$ cat config.mk
export PLATFORM = sky130hd
export DESIGN_NAME = branch_predictor_flat
export DESIGN_NICKNAME = d
export VERILOG_FILES = /design/src/rtl/branch_predictor_if.sv /design/src/rtl/branch_predictor.sv /design/src/flat_wrapper.sv
export SDC_FILE = /design/constraint.sdc
export NUM_CORES = 2
export LEC_CHECK = 0
export BUFFER_PORTS_ARGS = -buffer_cell sky130_fd_sc_hd__buf_2
export CORE_ASPECT_RATIO = 1.25
export CORE_UTILIZATION = 55
export CTS_CLUSTER_DIAMETER = 80
export DETAILED_ROUTE_END_ITERATION = 12
export HOLD_SLACK_MARGIN = 0.15
export PLACE_DENSITY = 0.72
export RECOVER_POWER = 100
export SETUP_SLACK_MARGIN = 0.05
export SLEW_MARGIN = 25
export SYNTH_ARGS = -nofsm -noshare
export SYNTH_HDL_FRONTEND = slang
export SYNTH_SLANG_ARGS = --single-unit
$ cat constraint.sdc
create_clock -name clk -period 131.2 [get_ports clk]
set_clock_uncertainty 0.2 [all_clocks]
set_input_delay 6.56 -clock clk [delete_from_list [all_inputs] [get_ports clk]]
set_output_delay 6.56 -clock clk [all_outputs]
set_load 0.02 [all_outputs]
$ cat src/rtl/branch_predictor_if.sv
// branch_predictor_if: fetch lookup, EX resolution and perf signals of the branch predictor
interface branch_predictor_if;
  logic        if_valid;
  logic [31:0] if_pc;
  logic        pred_taken;
  logic [31:0] pred_target;
  logic        ex_valid;
  logic [31:0] ex_pc;
  logic [2:0]  ex_branch_type;
  logic        ex_is_call;
  logic        ex_is_ret;
  logic        ex_taken;
  logic [31:0] ex_target;
  logic        ex_pred_taken;
  logic [31:0] ex_pred_target;
  logic        mispredict;
  logic [31:0] redirect_pc;
  logic [31:0] perf_branches;
  logic [31:0] perf_mispredicts;
  modport master (
    output if_valid, if_pc, ex_valid, ex_pc, ex_branch_type, ex_is_call, ex_is_ret,
           ex_taken, ex_target, ex_pred_taken, ex_pred_target,
    input  pred_taken, pred_target, mispredict, redirect_pc, perf_branches, perf_mispredicts
  );
  modport slave (
    input  if_valid, if_pc, ex_valid, ex_pc, ex_branch_type, ex_is_call, ex_is_ret,
           ex_taken, ex_target, ex_pred_taken, ex_pred_target,
    output pred_taken, pred_target, mispredict, redirect_pc, perf_branches, perf_mispredicts
  );
endinterface

$ cat src/rtl/branch_predictor.sv
// branch_predictor: 2-bit BHT, tagged BTB and circular RAS with same-cycle fetch prediction
module branch_predictor #(
  parameter int BHT_ENTRIES = 64,
  parameter int BTB_ENTRIES = 16,
  parameter int RAS_DEPTH   = 8
) (
  input logic clk,
  input logic rst,
  branch_predictor_if.slave bp
);
  localparam int BI = $clog2(BHT_ENTRIES);
  localparam int TI = $clog2(BTB_ENTRIES);
  localparam int RI = $clog2(RAS_DEPTH);
  localparam int TW = 30 - TI;
  localparam logic [2:0] B_EQNE = 3'd1;
  localparam logic [2:0] B_LTGE = 3'd2;
  localparam logic [2:0] B_JUMP = 3'd3;
  localparam logic [2:0] B_JREG = 3'd4;
  localparam logic [1:0] K_COND = 2'd0;
  localparam logic [1:0] K_JUMP = 2'd1;
  localparam logic [1:0] K_JREG = 2'd2;
  localparam logic [1:0] K_RET  = 2'd3;
  localparam logic [RI:0] FULL  = (RI + 1)'(RAS_DEPTH);
  logic [1:0]    bht        [BHT_ENTRIES];
  logic          btb_valid  [BTB_ENTRIES];
  logic [TW-1:0] btb_tag    [BTB_ENTRIES];
  logic [31:0]   btb_target [BTB_ENTRIES];
  logic [1:0]    btb_kind   [BTB_ENTRIES];
  logic [31:0]   ras        [RAS_DEPTH];
  logic [RI-1:0] ras_ptr;
  logic [RI:0]   ras_count;
  logic [BI-1:0] if_bi, ex_bi;
  logic [TI-1:0] if_ti, ex_ti;
  logic [1:0]    if_kind, ex_kind;
  logic          hit, ex_cond, do_pop;
  logic [RI-1:0] pop_ptr;
  logic [RI:0]   pop_count;
  assign if_bi   = bp.if_pc[BI+1:2];
  assign if_ti   = bp.if_pc[TI+1:2];
  assign ex_bi   = bp.ex_pc[BI+1:2];
  assign ex_ti   = bp.ex_pc[TI+1:2];
  assign if_kind = btb_kind[if_ti];
  assign ex_cond = bp.ex_branch_type == B_EQNE || bp.ex_branch_type == B_LTGE;
  assign ex_kind = bp.ex_is_ret ? K_RET : bp.ex_branch_type == B_JUMP ? K_JUMP :
                   bp.ex_branch_type == B_JREG ? K_JREG : K_COND;
  assign do_pop    = bp.ex_is_ret && ras_count != '0;
  assign pop_ptr   = do_pop ? ras_ptr - RI'(1) : ras_ptr;
  assign pop_count = do_pop ? ras_count - (RI + 1)'(1) : ras_count;
  // Fetch-side lookup against pre-update table state
  always_comb begin
    hit            = bp.if_valid && btb_valid[if_ti] && btb_tag[if_ti] == bp.if_pc[31:TI+2];
    bp.pred_taken  = hit && (if_kind != K_COND || bht[if_bi][1]);
    bp.pred_target = !bp.pred_taken ? bp.if_pc + 32'd4 :
                     (if_kind == K_RET && ras_count != '0) ? ras[ras_ptr - RI'(1)] :
                     btb_target[if_ti];
  end
  // Resolution-side redirect decision
  always_comb begin
    bp.mispredict  = bp.ex_valid && (bp.ex_pred_taken != bp.ex_taken ||
                     (bp.ex_taken && bp.ex_pred_target != bp.ex_target));
    bp.redirect_pc = bp.ex_taken ? bp.ex_target : bp.ex_pc + 32'd8;
  end
  // Saturating 2-bit direction counters, trained by conditional branches only
  always_ff @(posedge clk or posedge rst) begin
    if (rst) begin
      for (int i = 0; i < BHT_ENTRIES; i++) bht[i] <= 2'b01;
    end else if (bp.ex_valid && ex_cond) begin
      bht[ex_bi] <= bp.ex_taken ? (bht[ex_bi] == 2'b11 ? 2'b11 : bht[ex_bi] + 2'd1) :
                                  (bht[ex_bi] == 2'b00 ? 2'b00 : bht[ex_bi] - 2'd1);
    end
  end
  // Taken transfers allocate or replace the BTB entry at their index
  always_ff @(posedge clk or posedge rst) begin
    if (rst) begin
      for (int i = 0; i < BTB_ENTRIES; i++) begin
        btb_valid[i]  <= 1'b0;
        btb_tag[i]    <= '0;
        btb_target[i] <= '0;
        btb_kind[i]   <= K_COND;
      end
    end else if (bp.ex_valid && bp.ex_taken) begin
      btb_valid[ex_ti]  <= 1'b1;
      btb_tag[ex_ti]    <= bp.ex_pc[31:TI+2];
      btb_target[ex_ti] <= bp.ex_target;
      btb_kind[ex_ti]   <= ex_kind;
    end
  end
  // Return stack: pop first, then push; a full push overwrites the oldest entry
  always_ff @(posedge clk or posedge rst) begin
    if (rst) begin
      for (int i = 0; i < RAS_DEPTH; i++) ras[i] <= '0;
      ras_ptr   <= '0;
      ras_count <= '0;
    end else if (bp.ex_valid && bp.ex_is_call) begin
      ras[pop_ptr] <= bp.ex_pc + 32'd8;
      ras_ptr      <= pop_ptr + RI'(1);
      ras_count    <= pop_count == FULL ? pop_count : pop_count + (RI + 1)'(1);
    end else if (bp.ex_valid) begin
      ras_ptr   <= pop_ptr;
      ras_count <= pop_count;
    end
  end
  // Event counters, free-running wrap at 2^32
  always_ff @(posedge clk or posedge rst) begin
    if (rst) begin
      bp.perf_branches    <= '0;
      bp.perf_mispredicts <= '0;
    end else if (bp.ex_valid) begin
      bp.perf_branches    <= bp.perf_branches + 32'd1;
      bp.perf_mispredicts <= bp.perf_mispredicts + {31'd0, bp.mispredict};
    end
  end
endmodule

$ cat src/flat_wrapper.sv
// flat-port wrapper written by rule: the top's interface ports become plain ports
module branch_predictor_flat 
#(
  parameter int BHT_ENTRIES = 64,
  parameter int BTB_ENTRIES = 16,
  parameter int RAS_DEPTH   = 8
)
  (clk, rst, bp_if_valid, bp_if_pc, bp_ex_valid, bp_ex_pc, bp_ex_branch_type, bp_ex_is_call, bp_ex_is_ret, bp_ex_taken, bp_ex_target, bp_ex_pred_taken, bp_ex_pred_target, bp_pred_taken, bp_pred_target, bp_mispredict, bp_redirect_pc, bp_perf_branches, bp_perf_mispredicts);
  branch_predictor_if bp_i ();
  input logic clk;
  input logic rst;
  input wire logic [$bits(bp_i.if_valid)-1:0] bp_if_valid;
  input wire logic [$bits(bp_i.if_pc)-1:0] bp_if_pc;
  input wire logic [$bits(bp_i.ex_valid)-1:0] bp_ex_valid;
  input wire logic [$bits(bp_i.ex_pc)-1:0] bp_ex_pc;
  input wire logic [$bits(bp_i.ex_branch_type)-1:0] bp_ex_branch_type;
  input wire logic [$bits(bp_i.ex_is_call)-1:0] bp_ex_is_call;
  input wire logic [$bits(bp_i.ex_is_ret)-1:0] bp_ex_is_ret;
  input wire logic [$bits(bp_i.ex_taken)-1:0] bp_ex_taken;
  input wire logic [$bits(bp_i.ex_target)-1:0] bp_ex_target;
  input wire logic [$bits(bp_i.ex_pred_taken)-1:0] bp_ex_pred_taken;
  input wire logic [$bits(bp_i.ex_pred_target)-1:0] bp_ex_pred_target;
  output wire logic [$bits(bp_i.pred_taken)-1:0] bp_pred_taken;
  output wire logic [$bits(bp_i.pred_target)-1:0] bp_pred_target;
  output wire logic [$bits(bp_i.mispredict)-1:0] bp_mispredict;
  output wire logic [$bits(bp_i.redirect_pc)-1:0] bp_redirect_pc;
  output wire logic [$bits(bp_i.perf_branches)-1:0] bp_perf_branches;
  output wire logic [$bits(bp_i.perf_mispredicts)-1:0] bp_perf_mispredicts;
  assign bp_i.if_valid = bp_if_valid;
  assign bp_i.if_pc = bp_if_pc;
  assign bp_i.ex_valid = bp_ex_valid;
  assign bp_i.ex_pc = bp_ex_pc;
  assign bp_i.ex_branch_type = bp_ex_branch_type;
  assign bp_i.ex_is_call = bp_ex_is_call;
  assign bp_i.ex_is_ret = bp_ex_is_ret;
  assign bp_i.ex_taken = bp_ex_taken;
  assign bp_i.ex_target = bp_ex_target;
  assign bp_i.ex_pred_taken = bp_ex_pred_taken;
  assign bp_i.ex_pred_target = bp_ex_pred_target;
  assign bp_pred_taken = bp_i.pred_taken;
  assign bp_pred_target = bp_i.pred_target;
  assign bp_mispredict = bp_i.mispredict;
  assign bp_redirect_pc = bp_i.redirect_pc;
  assign bp_perf_branches = bp_i.perf_branches;
  assign bp_perf_mispredicts = bp_i.perf_mispredicts;
  branch_predictor #(.BHT_ENTRIES(BHT_ENTRIES), .BTB_ENTRIES(BTB_ENTRIES), .RAS_DEPTH(RAS_DEPTH)) u_core (.clk(clk), .rst(rst), .bp(bp_i));
endmodule
Word level (Yosys, flattened, before mapping)
Cells that the tools add are included.
{"block": "op_classes", "add_sub_neg": 10, "n_lt_le_gt_ge": 9, "n_eq_ne": 10, "muxes": 54, "bitwise": 7, "n_reduce_logical": 20}
{"op": "bitwise mux 512 bit", "n": 1}
{"op": "bitwise mux 416 bit", "n": 1}
{"op": "2-to-1 mux 32 bit", "n": 9}
{"op": "bitwise mux 256 bit", "n": 1}
{"op": "binary-select mux 32 bit (select 4 bit)", "n": 1}
{"op": "bitwise mux 128 bit", "n": 1}
{"op": "demux 32 bit (select 4 bit)", "n": 1}
{"op": "binary-select mux 26 bit (select 4 bit)", "n": 1}
{"op": "demux 26 bit (select 4 bit)", "n": 1}
{"op": "binary-select mux 32 bit (select 3 bit)", "n": 1}
{"op": "demux 32 bit (select 3 bit)", "n": 1}
{"op": "2-to-1 mux 26 bit", "n": 3}
{"op": "adder 32 x 1 -> 32 bit", "n": 1}
{"op": "adder 32 x 1 -> 32 bit (second input constant)", "n": 1}
{"op": "adder 32 x 3 -> 32 bit (second input constant)", "n": 1}
{"op": "adder 32 x 4 -> 32 bit (second input constant)", "n": 1}
{"op": "bitwise mux 32 bit", "n": 1}
{"op": "!= test 32 bit", "n": 1}
{"op": "2-to-1 mux 2 bit", "n": 14}
{"op": "== test 26 bit", "n": 1}
{"op": "binary-select mux 2 bit (select 6 bit)", "n": 2}
{"op": "2-to-1 mux 4 bit", "n": 4}
{"op": "bitwise OR 16 bit", "n": 1}
{"op": "greater-or-equal comparator 7 bit (second input constant)", "n": 2}
{"op": "other kinds (32)", "n": 58}
{"block": "word_totals", "register_bits": 1431}

Logic depth before layout (Yosys ltp)
{"block": "depth", "depth_word": 9, "depth_mapped": 15, "ltp_nobuf": 13}

Worst setup path before layout
OpenSTA, ideal clock, no wires.
{"block": "synth_timing", "path_type": "input port to output port", "startpoint": "in bp_if_pc[3]", "endpoint": "out bp_pred_target[1]", "t_arrival_ns": 9.516, "t_required_ns": 124.440, "path_slack_ns": 114.924, "stages": 12, "cell_sequence": "buf_2 > buf_4 > buf_2 > buf_2 > buf_2 > clkbuf_1 > clkbuf_1 > mux4_2 > mux4_2 > nand2_1 > o21ai_0 > mux2_4"}
{"block": "synth_via", "elab_chain_cells": 8, "word_cells_on_any_way": 27, "classes_between": "eq/ne (2); mux (17); bitwise (2); reduce/logical (6)"}
{"element": "start: declaration", "line": "flat_wrapper.sv:13", "text": "input wire logic [$bits(bp_i.if_pc)-1:0] bp_if_pc;"}
{"element": "inverter 4 -> 5 bit (not written as such)", "line": "branch_predictor.sv:42, branch_predictor.sv:51, branch_predictor.sv:55"}
{"element": "binary-select mux 26 bit (select 4 bit) (tied with other cells)", "line": "branch_predictor.sv:51", "text": "hit = bp.if_valid && btb_valid[if_ti] && btb_tag[if_ti] == bp.if_pc[31:TI+2];"}
{"element": "2-to-1 mux 26 bit (not written as such) (tied with other cells) (2 in a row)", "line": "branch_predictor.sv:51"}
{"element": "== test 26 bit (tied with other cells)", "line": "branch_predictor.sv:51"}
{"element": "logical AND 1 bit (tied with other cells)", "line": "branch_predictor.sv:51"}
{"element": "logical AND 1 bit / 2-to-1 mux 32 bit (equally long branches)", "line": "branch_predictor.sv:52, branch_predictor.sv:54"}
{"element": "2-to-1 mux 32 bit (*)", "line": "branch_predictor.sv:53", "text": "bp.pred_target = !bp.pred_taken ? bp.if_pc + 32'd4 :"}
{"element": "end: declaration", "line": "flat_wrapper.sv:24", "text": "output wire logic [$bits(bp_i.pred_target)-1:0] bp_pred_target;"}
Every way passes the cells marked *; elsewhere a longest branch is shown, timed or not. The select of a mux whose other input is x is not followed.

Worst setup path after layout
{"block": "layout_timing", "startpoint": "in bp_if_pc[3]", "endpoint": "out bp_pred_target[0]"}
Same word-level chain as after synthesis.

==> impl_results.md <==
- VDD IR max: 0.0116 mV
- Adder-Cell Fraction of Synth Area: 0.00243
- CTS Buf Count: 146
- Ys flop type: dfrtp_1
- Initial antenna violation count: 19
- Crit path from: bp_if_pc[3]
- Xor/xnor share of the synthesized area: 0.0263
- FFs w/ async S/R, synth: 1.00
- Synth Area in Compound Gates: 0.0504
- Final hold violations: 0
- Post-Synth Simple-Gate Area: 0.0637
- Setup-failing EPs final: 0
- Post-Syn Nets: 5253
- Fin util: 0.613
- Synth Cell Area: 66900 um2
- DR WL/cell: 27.0 um
- Maximum fanout along the worst path: 121
- Final Cycle Share: 0.254
- Iter 0 DRT Violations: 3689
- Setup tns final: 0 ns
- Maxcap violations: 67
- PostCTS Resize Cnt: 0
- Clock Root Buffer: clkbuf_16
- Remaining routing DRC violations: 0
- Most common cell after layout, fill and taps aside: dfrtp_1
- TritonRoute pass-1 iters: 5
- Top post-synthesis cells by area: dfrtp_1 51%, mux2_2 14%, mux4_2 13%
- Largest family of logic cells by synthesized area: multiplexers
- Final Wtd Congestion: 0.838
- I/O pin cnt: 269
- Crit path DAT: 26.51 ns
- Fin. max-slew vios: 3736
- Minimum clock period: 33.27 ns
- Nets: 5326
- Clk_lat worst skew: 0.77 ns
- RSZ-0062 raised after global routing: no
- Share of layout cells above drive strength 1: 0.319
- Post-CTS setup buffers: 0
- Placement Setup Slack: 111.54 ns
- Post-Syn Area per Cell: 13.1 um2
- Synth unique cells: 70
- Vias per std cell: 6.26
- EDFF count, synth: 0
- Final worst slack: 97.93 ns
- Worst rel slew slack: -4.66
- Combinational share of power: 0.224
- TritonCTS clock tree: yes
- LEAKAGE: 32.5 nW
- Pint: 960 uW
- Gate Count Post-Synth: 5101
- CP startpoint kind: input port
- Share of synthesized area occupied by flip-flops and latches: 0.537
- CP Class: input port to output pin
- Vias in the first global route: 44800
- Full die area: 123000 um2
- Clock buffer depth: 3
- Pwr/cell area: 18.2 nW/um2
- Largest net degree at the start of global routing: 174
- Port Buffers: 268
- Post-Route WL: 186 mm
- Reg power frac: 0.447
- Syn. warnings: 0
- Failing checks: capacitance limit, slew limit
- Gr usage total: 0.310
- CP required: 124.44 ns
- Post-synth top area share: 0.512
- Worst R2R Start: u_core.ras_count[0]$_DFFE_PP0P_
- Row count: 142
- Hold_buf cts: 0
- Syn-to-layout area delta: 10.3%
- Clock power share: 0.329
- Antenna Nets Post-Route: 0
- Mux contribution to synthesized area: 0.290
- Switching Fraction: 0.282
- Fillers: 9262
- Hold WC Path Type: flip-flop to flip-flop
- Initial Util: 0.556
- First-pass GRT wire length: 283 mm
- Leading area contributor after synthesis: dfrtp_1
- Status: complete, but fails checks
- NetSw: 378 uW
- Worst-margin pin slew: 8.49 ns
- Die height: 392 um
- Core box area: 120000 um2
- Endpoint class of the critical path: output pin
- Clk slew on worst S/H paths: 0.06 ns
- Hold path start: u_core.btb_valid[6]$_DFFE_PP0P_
- Max Clock Freq: 30.1 MHz
- Aggregate global routing overflow: 0
- HPWL Detailed: 114 mm
- Most frequent cells in the layout: 1366 x dfrtp_1, 815 x mux2_2, 639 x nand2_1
- FF+latch count, synth: 1431
- Via Count: 43100
- CTS sink count: 1431
- Die width: 314 um
- H-tree depth: 4
-- synthesized netlist by cell type (3+ instances only) --
| master | count |
|---|---|
| mux2_2 | 820 |
| mux4_2 | 375 |
| o22ai_1 | 7 |
| nor2b_1 | 12 |
| clkbuf_1 | 298 |
| mux2i_1 | 128 |
| buf_1 | 43 |
| o21ai_0 | 477 |
| clkbuf_2 | 11 |
| nor3b_1 | 4 |
| o21ai_1 | 13 |
| a22oi_1 | 7 |
| nand4_1 | 25 |
| nand3_1 | 52 |
| or2_2 | 10 |
| mux2_4 | 3 |
| buf_6 | 11 |
| nand2b_1 | 13 |
| buf_4 | 14 |
| nor4_1 | 8 |
| xnor2_1 | 97 |
| buf_2 | 30 |
| mux4_1 | 14 |
| and4_1 | 8 |
| nand2_1 | 641 |
| ha_1 | 13 |
| xor2_1 | 104 |
| and3_1 | 29 |
| dfrtp_1 | 1367 |
| nor2_1 | 166 |
| buf_12 | 4 |
| a221oi_1 | 9 |
| a21oi_1 | 114 |
| inv_1 | 44 |
| and2_1 | 15 |
| dfstp_2 | 64 |
| nor3_1 | 12 |
-- power groups by stage --
| stage | logic [mW] | clock network [mW] | registers [mW] |
|---|---|---|---|
| 3_5_place_dp | 0.298 | 0 | 0.602 |
| 6_report | 0.300 | 0.440 | 0.599 |
| 5_1_grt | 0.325 | 0.462 | 0.610 |
| 2_1_floorplan | 0.228 | 0 | 0.589 |
| 3_3_place_gp | 0.290 | 0 | 0.597 |
| 4_1_cts | 0.301 | 0.445 | 0.596 |
-- worst max-delay path: stages --
cell and delay, ns:
clkbuf_1 4.37, clkbuf_1 6.31, clkbuf_1 3.15, mux4_4 0.71
mux4_2 0.50, xor2_1 0.16, a211oi_2 0.15, nand4_1 0.18
a2111oi_0 0.60, nand4bb_1 2.25, mux2_1 1.16, buf_2 0.18
-- worst paths after layout --
kind / to / depth (start not counted) / slack [ns]
worst max-delay path: bp_pred_target[0] / 12 / 97.93
min in group asynchronous: u_core.btb_target[284]$_DFFE_PP0P_ / 2 / 6.31
worst min-delay path: u_core.btb_valid[6]$_DFFE_PP0P_ / 1 / 0.26
worst max register to register: u_core.ras[34]$_DFFE_PP0P_ / 9 / 125.59
worst min register to register: u_core.btb_valid[6]$_DFFE_PP0P_ / 1 / 0.26
max in group asynchronous: u_core.bht[25]$_DFFE_PP0P_ / 7 / 102.82
-- per-layer routing --
metal  GRT usage  part of all wire  vias to the layer above
li1            -                 -                    18400
met1       0.411              0.40                    22800
met2       0.511              0.49                     1478
met3      0.0560             0.067                      370
met4       0.117             0.037                       16
met5           0           0.00050                        -
-- state kept, by name, indices dropped and copies added (netlist names) --
register                    flops
u_core.bht                    128
u_core.bp.perf_branches        32
u_core.bp.perf_mispredicts     32
u_core.btb_kind                32
u_core.btb_tag                416
u_core.btb_target             512
u_core.btb_valid               16
u_core.ras                    256
u_core.ras_count                4
u_core.ras_ptr                  3
-- stage by stage --
stage	area, um2	std cells	hold slack (ns)	power [mW]
floorplan	66900	5101	0.229	0.818
global placement	69200	6608	0.245	0.887
detailed placement	69200	6608	0.249	0.901
CTS	74300	6870	0.263	1.34
global route	73700	6875	0.281	1.40
finish	73700	6878	0.263	1.34
-- cell type report --
class                           instances  area, um2  area share
Clock inverter                         54        753      0.0102
Antenna cell                            6       15.0    0.000204
Clock buffer                          208       4320      0.0585
Tap cell                             1584       1980      0.0269
Sequential cell                      1431      35900       0.487
Timing Repair Buffer                  341       1570      0.0213
Multi-Input combinational cell       3209      29000       0.394
Inverter                               45        170     0.00231
-- kinds of logic (layout without fill, tap and decap cells) --
| kind of cell | after synthesis | count (layout) |
|---|---|---|
| compound gates | 647 | 647 |
| other cells | 0 | 6 |
| fa+ha+maj | 13 | 13 |
| mux | 1341 | 1341 |
| xor+xnor | 201 | 201 |
| simple gates | 1007 | 1007 |
| buf+inv | 461 | 648 |
| flops | 1431 | 1431 |
No activity file was read; power rests on OpenSTA's default activity.
